`config.mk`:
```
export PLATFORM = sky130hd
export DESIGN_NAME = elevator_scan_controller
export DESIGN_NICKNAME = d
export VERILOG_FILES = /design/src/rtl/elevator_scan_controller.sv
export SDC_FILE = /design/constraint.sdc
export NUM_CORES = 1
export LEC_CHECK = 0
export ABC_AREA = 1
export CAP_MARGIN = 30
export CORE_UTILIZATION = 51
export DETAILED_ROUTE_END_ITERATION = 10
export PLACE_DENSITY = 0.82
export SLEW_MARGIN = 20
export SYNTH_ARGS = -nofsm -noshare
export SYNTH_HDL_FRONTEND = slang
export SYNTH_SLANG_ARGS = --single-unit
```
`constraint.sdc`:
```
create_clock -name clk -period 1.6 [get_ports clk]
set_clock_uncertainty 0.15 [all_clocks]
set_input_delay 0.24 -clock clk [delete_from_list [all_inputs] [get_ports clk]]
set_output_delay 0.24 -clock clk [all_outputs]
set_load 0.01 [all_outputs]
```
`src/rtl/elevator_scan_controller.sv`:
```
// SCAN elevator controller: car/hall-up/hall-down request registers, timed travel and door dwell.
// Define ESTOP_EN to add the estop input and the HALT state.
module elevator_scan_controller #(
    parameter int FLOORS        = 8,
    parameter int FLOOR_W       = $clog2(FLOORS),
    parameter int TRAVEL_CYCLES = 4,
    parameter int DOOR_CYCLES   = 6
) (
    input  logic               clk,
    input  logic               reset_n,
`ifdef ESTOP_EN
    input  logic               estop,
`endif
    input  logic [FLOORS-1:0]  inside_request,
    input  logic [FLOORS-1:0]  call_up,
    input  logic [FLOORS-1:0]  call_down,
    output logic [FLOOR_W-1:0] current_floor,
    output logic               moving_up,
    output logic               moving_down,
    output logic               door_open,
    output logic               dir_up,
    output logic [FLOORS-1:0]  pending
);
    localparam int TMAX = (TRAVEL_CYCLES > DOOR_CYCLES) ? TRAVEL_CYCLES : DOOR_CYCLES;
    localparam int TW   = $clog2(TMAX + 1);
    localparam logic [TW-1:0]      TRAVEL_LD = TW'(TRAVEL_CYCLES - 1);
    localparam logic [TW-1:0]      DOOR_LD   = TW'(DOOR_CYCLES - 1);
    localparam logic [FLOORS-1:0]  UP_OK     = {1'b0, {(FLOORS-1){1'b1}}};
    localparam logic [FLOORS-1:0]  DN_OK     = {{(FLOORS-1){1'b1}}, 1'b0};
    localparam logic [FLOOR_W-1:0] TOP       = FLOOR_W'(FLOORS - 1);

    typedef enum logic [1:0] {
        S_IDLE = 2'd0,
        S_MOVE = 2'd1,
        S_DOOR = 2'd2
`ifdef ESTOP_EN
        , S_HALT = 2'd3
`endif
    } state_t;

    state_t             state_q, state_d;
    logic [FLOOR_W-1:0] floor_q, floor_d;
    logic               dir_q, dir_d;
    logic [TW-1:0]      timer_q, timer_d;
    logic [FLOORS-1:0]  car_q, car_d, up_q, up_d, dn_q, dn_d;
`ifdef ESTOP_EN
    state_t             ret_q, ret_d;
`endif

    // Reset asserts immediately but releases only on a clock edge.
    logic [1:0] rst_sync_q;
    logic       rst_n_i;

    always_ff @(posedge clk or negedge reset_n) begin
        if (!reset_n) rst_sync_q <= 2'b00;
        else          rst_sync_q <= {rst_sync_q[0], 1'b1};
    end
    assign rst_n_i = rst_sync_q[1];

    function automatic logic beyond(input logic [FLOORS-1:0] p, input logic [FLOOR_W-1:0] f,
                                    input logic up);
        logic r;
        r = 1'b0;
        for (int i = 0; i < FLOORS; i++) begin
            if (up ? (i > int'(f)) : (i < int'(f))) r = r | p[i];
        end
        return r;
    endfunction

    logic [FLOOR_W-1:0] eval_f;
    logic [FLOORS-1:0]  here_oh, req_all;
    logic [FLOORS-1:0]  car_clr, up_clr, dn_clr, car_abs, up_abs, dn_abs;
    logic               decide, ahead, h_same, h_opp, stop, freeze;

    always_comb begin
        state_d = state_q;
        floor_d = floor_q;
        dir_d   = dir_q;
        timer_d = timer_q;
        eval_f  = floor_q;
        decide  = 1'b0;
        car_clr = '0;
        up_clr  = '0;
        dn_clr  = '0;
        car_abs = '0;
        up_abs  = '0;
        dn_abs  = '0;
        freeze  = 1'b0;
`ifdef ESTOP_EN
        ret_d   = ret_q;
        freeze  = estop;
`endif
        req_all = car_q | up_q | dn_q;

        case (state_q)
            S_IDLE: decide = !freeze;
            S_MOVE: begin
                if (!freeze) begin
                    if (timer_q == '0) begin
                        if (dir_q && floor_q != TOP)        eval_f = floor_q + FLOOR_W'(1);
                        else if (!dir_q && floor_q != '0)   eval_f = floor_q - FLOOR_W'(1);
                        floor_d = eval_f;
                        decide  = 1'b1;
                    end else begin
                        timer_d = timer_q - TW'(1);
                    end
                end
            end
            S_DOOR: begin
                if (!freeze) begin
                    if (timer_q == '0) state_d = S_IDLE;
                    else               timer_d = timer_q - TW'(1);
                end
            end
`ifdef ESTOP_EN
            S_HALT: if (!estop) state_d = ret_q;
`endif
            default: state_d = S_IDLE;
        endcase

        here_oh         = '0;
        here_oh[eval_f] = 1'b1;
        ahead  = beyond(req_all, eval_f, dir_q);
        h_same = |(here_oh & (dir_q ? up_q : dn_q));
        h_opp  = |(here_oh & (dir_q ? dn_q : up_q));
        stop   = (|(here_oh & car_q)) | h_same | (h_opp & ~ahead);

        // While the door is open, presses for the bits just served are swallowed.
        if (state_q == S_DOOR) begin
            car_abs = here_oh;
            if (dir_q) up_abs = here_oh;
            else       dn_abs = here_oh;
        end

        if (decide) begin
            if (stop) begin
                state_d = S_DOOR;
                timer_d = DOOR_LD;
                car_clr = here_oh;
                if (h_same) begin
                    if (dir_q) up_clr = here_oh;
                    else       dn_clr = here_oh;
                end else if (h_opp && !ahead) begin
                    if (dir_q) dn_clr = here_oh;
                    else       up_clr = here_oh;
                    dir_d = ~dir_q;
                end
            end else if (ahead) begin
                state_d = S_MOVE;
                timer_d = TRAVEL_LD;
            end else if (state_q == S_IDLE && |req_all) begin
                dir_d   = ~dir_q;
                state_d = S_MOVE;
                timer_d = TRAVEL_LD;
            end else begin
                state_d = S_IDLE;
            end
        end

`ifdef ESTOP_EN
        if (estop && (state_q == S_IDLE || state_q == S_MOVE)) begin
            state_d = S_HALT;
            ret_d   = state_q;
        end
`endif

        car_d = (car_q | (inside_request & ~car_abs)) & ~car_clr;
        up_d  = (up_q | (call_up & UP_OK & ~up_abs)) & ~up_clr;
        dn_d  = (dn_q | (call_down & DN_OK & ~dn_abs)) & ~dn_clr;
    end

    always_ff @(posedge clk or negedge rst_n_i) begin
        if (!rst_n_i) begin
            state_q <= S_IDLE;
            floor_q <= '0;
            dir_q   <= 1'b1;
            timer_q <= '0;
            car_q   <= '0;
            up_q    <= '0;
            dn_q    <= '0;
`ifdef ESTOP_EN
            ret_q   <= S_IDLE;
`endif
        end else begin
            state_q <= state_d;
            floor_q <= floor_d;
            dir_q   <= dir_d;
            timer_q <= timer_d;
            car_q   <= car_d;
            up_q    <= up_d;
            dn_q    <= dn_d;
`ifdef ESTOP_EN
            ret_q   <= ret_d;
`endif
        end
    end

    assign current_floor = floor_q;
    assign moving_up     = (state_q == S_MOVE) && dir_q;
    assign moving_down   = (state_q == S_MOVE) && !dir_q;
    assign door_open     = (state_q == S_DOOR);
    assign dir_up        = dir_q;
    assign pending       = car_q | up_q | dn_q;

endmodule

```
==> results by group, run 1 <==
Outcome
  – Halt Stage: 5_1_grt
  – Log Error: [ERROR DPL-0038] Utilization greater than 100%, impossible to legalize
  – Outcome: stopped before the end

Die
  – Starting density of the core: 54.39%
  – # IOs: 41
  – Die Height: between 70 and 80 um
  – Die width: approximately 80 um
  – Row cnt: 27

Place
  – Dpl hpwl: approximately 7300 um
  – Number of port buffers: 38
  – Placer congestion estimate: 0.9074

Clocking
  – Clock Tree Buf Depth: 2
  – Num Clock Sinks: 35
  – Clock root buffer: clkbuf_8
  – Htree depth: 2
  – CTS Buf Count: 5

Synth
  – Area contributors post-synth: dfrtp_1 (28%), nand2_1 (16%), inv_1 (11%), nand3_1 (6.2%), o21ai_0 (5.0%)
  – Synth Area per Inst: roughly 6.3 um2
  – Synth top area share: 27.56%
  – Cell variety after synth: 36
  – Area leader, netlist: dfrtp_1
  – Ys Warns: 0
  – Mapped cell area: roughly 3100 um2
  – Sequential fraction of the synthesis area: 28.42%
  – Post-Syn Nets: roughly 520
  – Mapped Cells: between 400 and 500
  – Seq cells post-synth: 35

STA
  – Worst_ep kind: sequential cell input
  – Worst EP post-GRT repair: car_q[5]$_DFF_PN0_/D

Global route
  – Largest net degree at the start of global routing: 34
[cells by family after synthesis]
group	after synthesis	synth area share, %
compound gates	74	13.26
fa+ha+maj	9	3.648
buf+inv	111	15.40
flops	35	28.42
other cells	1	0.1215
simple gates	259	39.16
[synth_stat cells, drive strengths merged]
cell type	n
a21oi	25
and2	1
buf	12
clkbuf	7
conb	1
dfrtp	34
dfstp	1
ha	9
inv	92
nand2	145
nand3	42
nand4	18
nor2	47
nor3	5
nor4	1
o211ai	2
o21a	1
o21ai	44
o22ai	1
o31ai	1
[through the flow]
step           cell area (um2)  instances  worst slack (ps)  utilization [%]  TNS (ps)
2_1_floorplan             3154        489            -980.2                -    -27620
3_3_place_gp              4225        679             -1203            74.45    -35410
3_5_place_dp              4225        679             -1370            74.45    -39400
4_1_cts                   5224        731             -1082            92.04    -32920
[repair_timing]
item                                    in CTS
endpoints found under the hold margin        2
pin swaps                                   35
buffers inserted                            38
gates resized for setup                    174
endpoints found under the setup margin      48
hold buffers                                 1
gates cloned                                 9
==> inputs of run 2 (changes only) <==
--- a/config.mk
+++ b/config.mk
@@ -7,9 +7,9 @@
 export LEC_CHECK = 0
 export ABC_AREA = 1
 export CAP_MARGIN = 30
-export CORE_UTILIZATION = 51
+export CORE_UTILIZATION = 37
 export DETAILED_ROUTE_END_ITERATION = 10
-export PLACE_DENSITY = 0.82
+export PLACE_DENSITY_LB_ADDON = 0.15
 export SLEW_MARGIN = 20
 export SYNTH_ARGS = -nofsm -noshare
 export SYNTH_HDL_FRONTEND = slang
==> constraint.sdc (replaced) <==
create_clock -name clk -period 2.1 [get_ports clk]
set_clock_uncertainty 0.15 [all_clocks]
set_input_delay 0.315 -clock clk [delete_from_list [all_inputs] [get_ports clk]]
set_output_delay 0.315 -clock clk [all_outputs]
set_load 0.01 [all_outputs]
==> results by group, run 2 <==
STA
  – Final setup viols: 33
  – RSZ-0062 raised after global routing: yes
  – Fmax: 0.3543 GHz
  – Period Utilization, post-route: 134.4%
  – Post-route setup slack: -722.2 ps
  – Endpoints failing hold: 0
  – Final min period: 2822 ps
  – Final Max Tran Viols: 0

Critical path
  – WP data required: 2140 ps
  – Critical path startpoint category: register
  – CP max FO: 6
  – CP Class: reg -> reg
  – R2R Setup Slk: -720 ps
  – Crit path DAT: 2870 ps
  – CP Capture Type: register

Pwr
  – Psw: 4172 uW
  – Power share of the sequential group: 13.0%
  – Power, Total: 8359 uW
  – Internal power: between 4000 and 5000 uW
  – PD cells: 1664 nW/um2
  – Clk pwr share: under 10%
  – P_leak: 0.002478 uW
  – VDD IR max: between 0.8 and 0.9 mV
  – Net Sw Frac: 49.91%
  – Logic pwr share: 80.0%

Global route
  – Largest net degree at the start of global routing: 23
  – Vias in the first global route: 3528
  – First-pass GRT wire length: 17250 um
  – Initial antenna violation count: 0
  – Total grt overflow: 0
  – Tot GR Track Use: 26.05%

Final layout
  – Leading cell types in the layout, fill and taps excluded: nand2_1 (109), inv_1 (80), buf_4 (80), dfrtp_1 (34)
  – Post-layout utilization of the core: between 60 and 70%
  – Final net count: 658
  – Antenna diodes: 0
  – Biggest registers after layout: car_q (8), dn_q (8), up_q (8)
  – Commonest non-fill, non-tap cell in the layout: nand2_1
  – Area Growth Syn to Fin: 62.75%
  – Ratio of cells with drive above 1 in the final layout: approximately 36%
  – Fill cells: approximately 680

Run
  – Max cap viols: 0

Detailed routing
  – Drt via density: 5.240
  – Wire per inst: approximately 16 um
  – Initial drt markers: 203
  – ANT nets after route: 0
  – Routed WL: 11790 um
  – Via count: 3804
  – DR pass1 iterations: 5
  – # DRC: 0

Place
  – Dpl hpwl: 7088 um
  – Placer congestion estimate: 0.8931
  – Number of port buffers: 38

Synth
  – Sequential fraction of the synthesis area: around 28%
  – Area contributors post-synth: dfrtp_1 (28%), nand2_1 (16%), inv_1 (11%), nand3_1 (6.2%), o21ai_0 (5.0%)
  – Ys Warns: 0
  – Most common cell in the synthesized netlist: nand2_1
  – Top cells by count, synth: nand2_1 (133), inv_1 (87), nand3_1 (38), nor2_1 (37), dfrtp_1 (34)
  – Main synth FF type: dfrtp_1
  – Seq cells post-synth: 35
  – Post-Syn Nets: between 500 and 600
  – Mapped cell area: 3087 um2
  – EDFF count, synth: 0
  – Area leader, netlist: dfrtp_1
  – Synth top area share: 27.56%
  – Fraction of registers with async set/reset: 100.0%
  – Mapped Cells: slightly below 500
  – Cell variety after synth: 36
  – Synth Area per Inst: 6.312 um2

Die
  – # IOs: between 40 and 50
  – Core region area: roughly 7900 um2
  – Starting density of the core: 39.13%
  – Die Height: 93.34 um
  – Die width: 93.34 um
  – Overall die area: approximately 8700 um2
  – Row cnt: 32

Outcome
  – Outcome: finished with violations
  – Failing checks: setup timing

Clocking
  – Clock Tree Buf Depth: 2
  – CTS Hold Buffers Added: 0
  – CTS tree: built
  – Worst-Skew Late Latency: 300 ps
  – Htree depth: 2
  – CTS Buf Count: 5
  – Clock transition at path regs: 80 ps
  – Num Clock Sinks: 35
  – Clock root buffer: clkbuf_8

Min path
  – Hold Path Class: in -> async
[run 2: cell counts after synthesis]
Identical to the previous run, type by type.
[run 2: timing repair]
action,CTS,global route
pin swaps,10,37
gates resized for setup,61,67
gates cloned,6,3
setup endpoints to repair,37,33
buffers inserted,10,17
[run 2: kinds of logic (layout without fill, tap and decap cells)]
group | after synthesis | in the layout | synth area share (%)
and+or+nand+nor | 259 | 262 | 39.16
buffers and inverters | 111 | 243 | 15.40
AOI/OAI and AO/OA | 74 | 74 | 13.26
DFF | 35 | 35 | 28.42
adders and majority gates | 9 | 9 | 3.648
other | 1 | 1 | 0.1215
[run 2: per-stage QoR]
step	instances	setup TNS, ps	setup WS (ps)	instance area [um2]	hold slack (ps)
floorplan	489	-12420	-480.2	3151	-130.6
global placement	684	-20580	-776.5	4123	58.40
detailed placement	684	-20810	-784.8	4123	73.79
CTS	708	-17360	-627.5	4616	10.47
global route	726	-23870	-845.2	5024	21.37
finish	726	-20170	-722.2	5024	16.50
[run 2: layout make-up]
class	count	area [um2]	share of cell area, %
clock buffer	7	96.34	1.918
multi-input combinational	346	2147	42.74
tap	102	127.6	2.540
clock inverter	1	7.507	0.1494
timing repair buffer	143	1413	28.12
sequential	35	877.1	17.46
inverter	92	355.3	7.073
[run 2: path summary, 6_finish.rpt]
kind,from,end,cells after the start
min reg2reg,rst_sync_q[1],state_q[0],1
max in group asynchronous,rst_sync_q[1],car_q[4],1
max reg2reg,current_floor[0],car_q[5],19
max,current_floor[0],car_q[5],19
min,reset_n,rst_sync_q[0],1
min in group clk,rst_sync_q[0],rst_sync_q[1],0
[run 2: per-layer routing]
layer	GRT usage, %	vias to the layer above	share of wire (%)
met5	0	-	0
met4	11.03	0	4.4
met3	3.008	44	6.7
met2	42.16	178	47
met1	35.03	1761	42
li1	-	1821	-
[run 2: power by group through the flow]
| stage | logic [uW] | clock network, uW | registers, uW |
|---|---|---|---|
| floorplan | 3030 | 0 | 1060 |
| global placement | 4680 | 0 | 1070 |
| detailed placement | 4750 | 0 | 1070 |
| CTS | 5570 | 596 | 1080 |
| global route | 7180 | 619 | 1110 |
| finish | 6690 | 583 | 1090 |
[run 2: critical path, stage by stage, from the launching register on]
cell	delay [ps]
dfrtp_1	430
ha_2	220
ha_4	150
inv_2	50
nand2_4	80
o21ai_4	140
nand2_2	100
nand2_4	110
buf_12	150
nand2_2	80
nor2_4	130
nand2_1	80
nand2_1	130
nor2_4	60
nand2_4	110
nand3_4	100
nand2_4	130
nand2_8	90
o21ai_2	150
inv_1	60
Note: power is estimated with default switching activity, not from simulation.
==> inputs of run 3 (changes only) <==
--- a/config.mk
+++ b/config.mk
@@ -8,6 +8,7 @@
 export ABC_AREA = 1
 export CAP_MARGIN = 30
 export CORE_UTILIZATION = 37
+export CTS_CLUSTER_DIAMETER = 40
 export DETAILED_ROUTE_END_ITERATION = 10
 export PLACE_DENSITY_LB_ADDON = 0.15
 export SLEW_MARGIN = 20
==> results of run 3 <==
The final DEF is identical to that of run 2; final timing and power are the same.
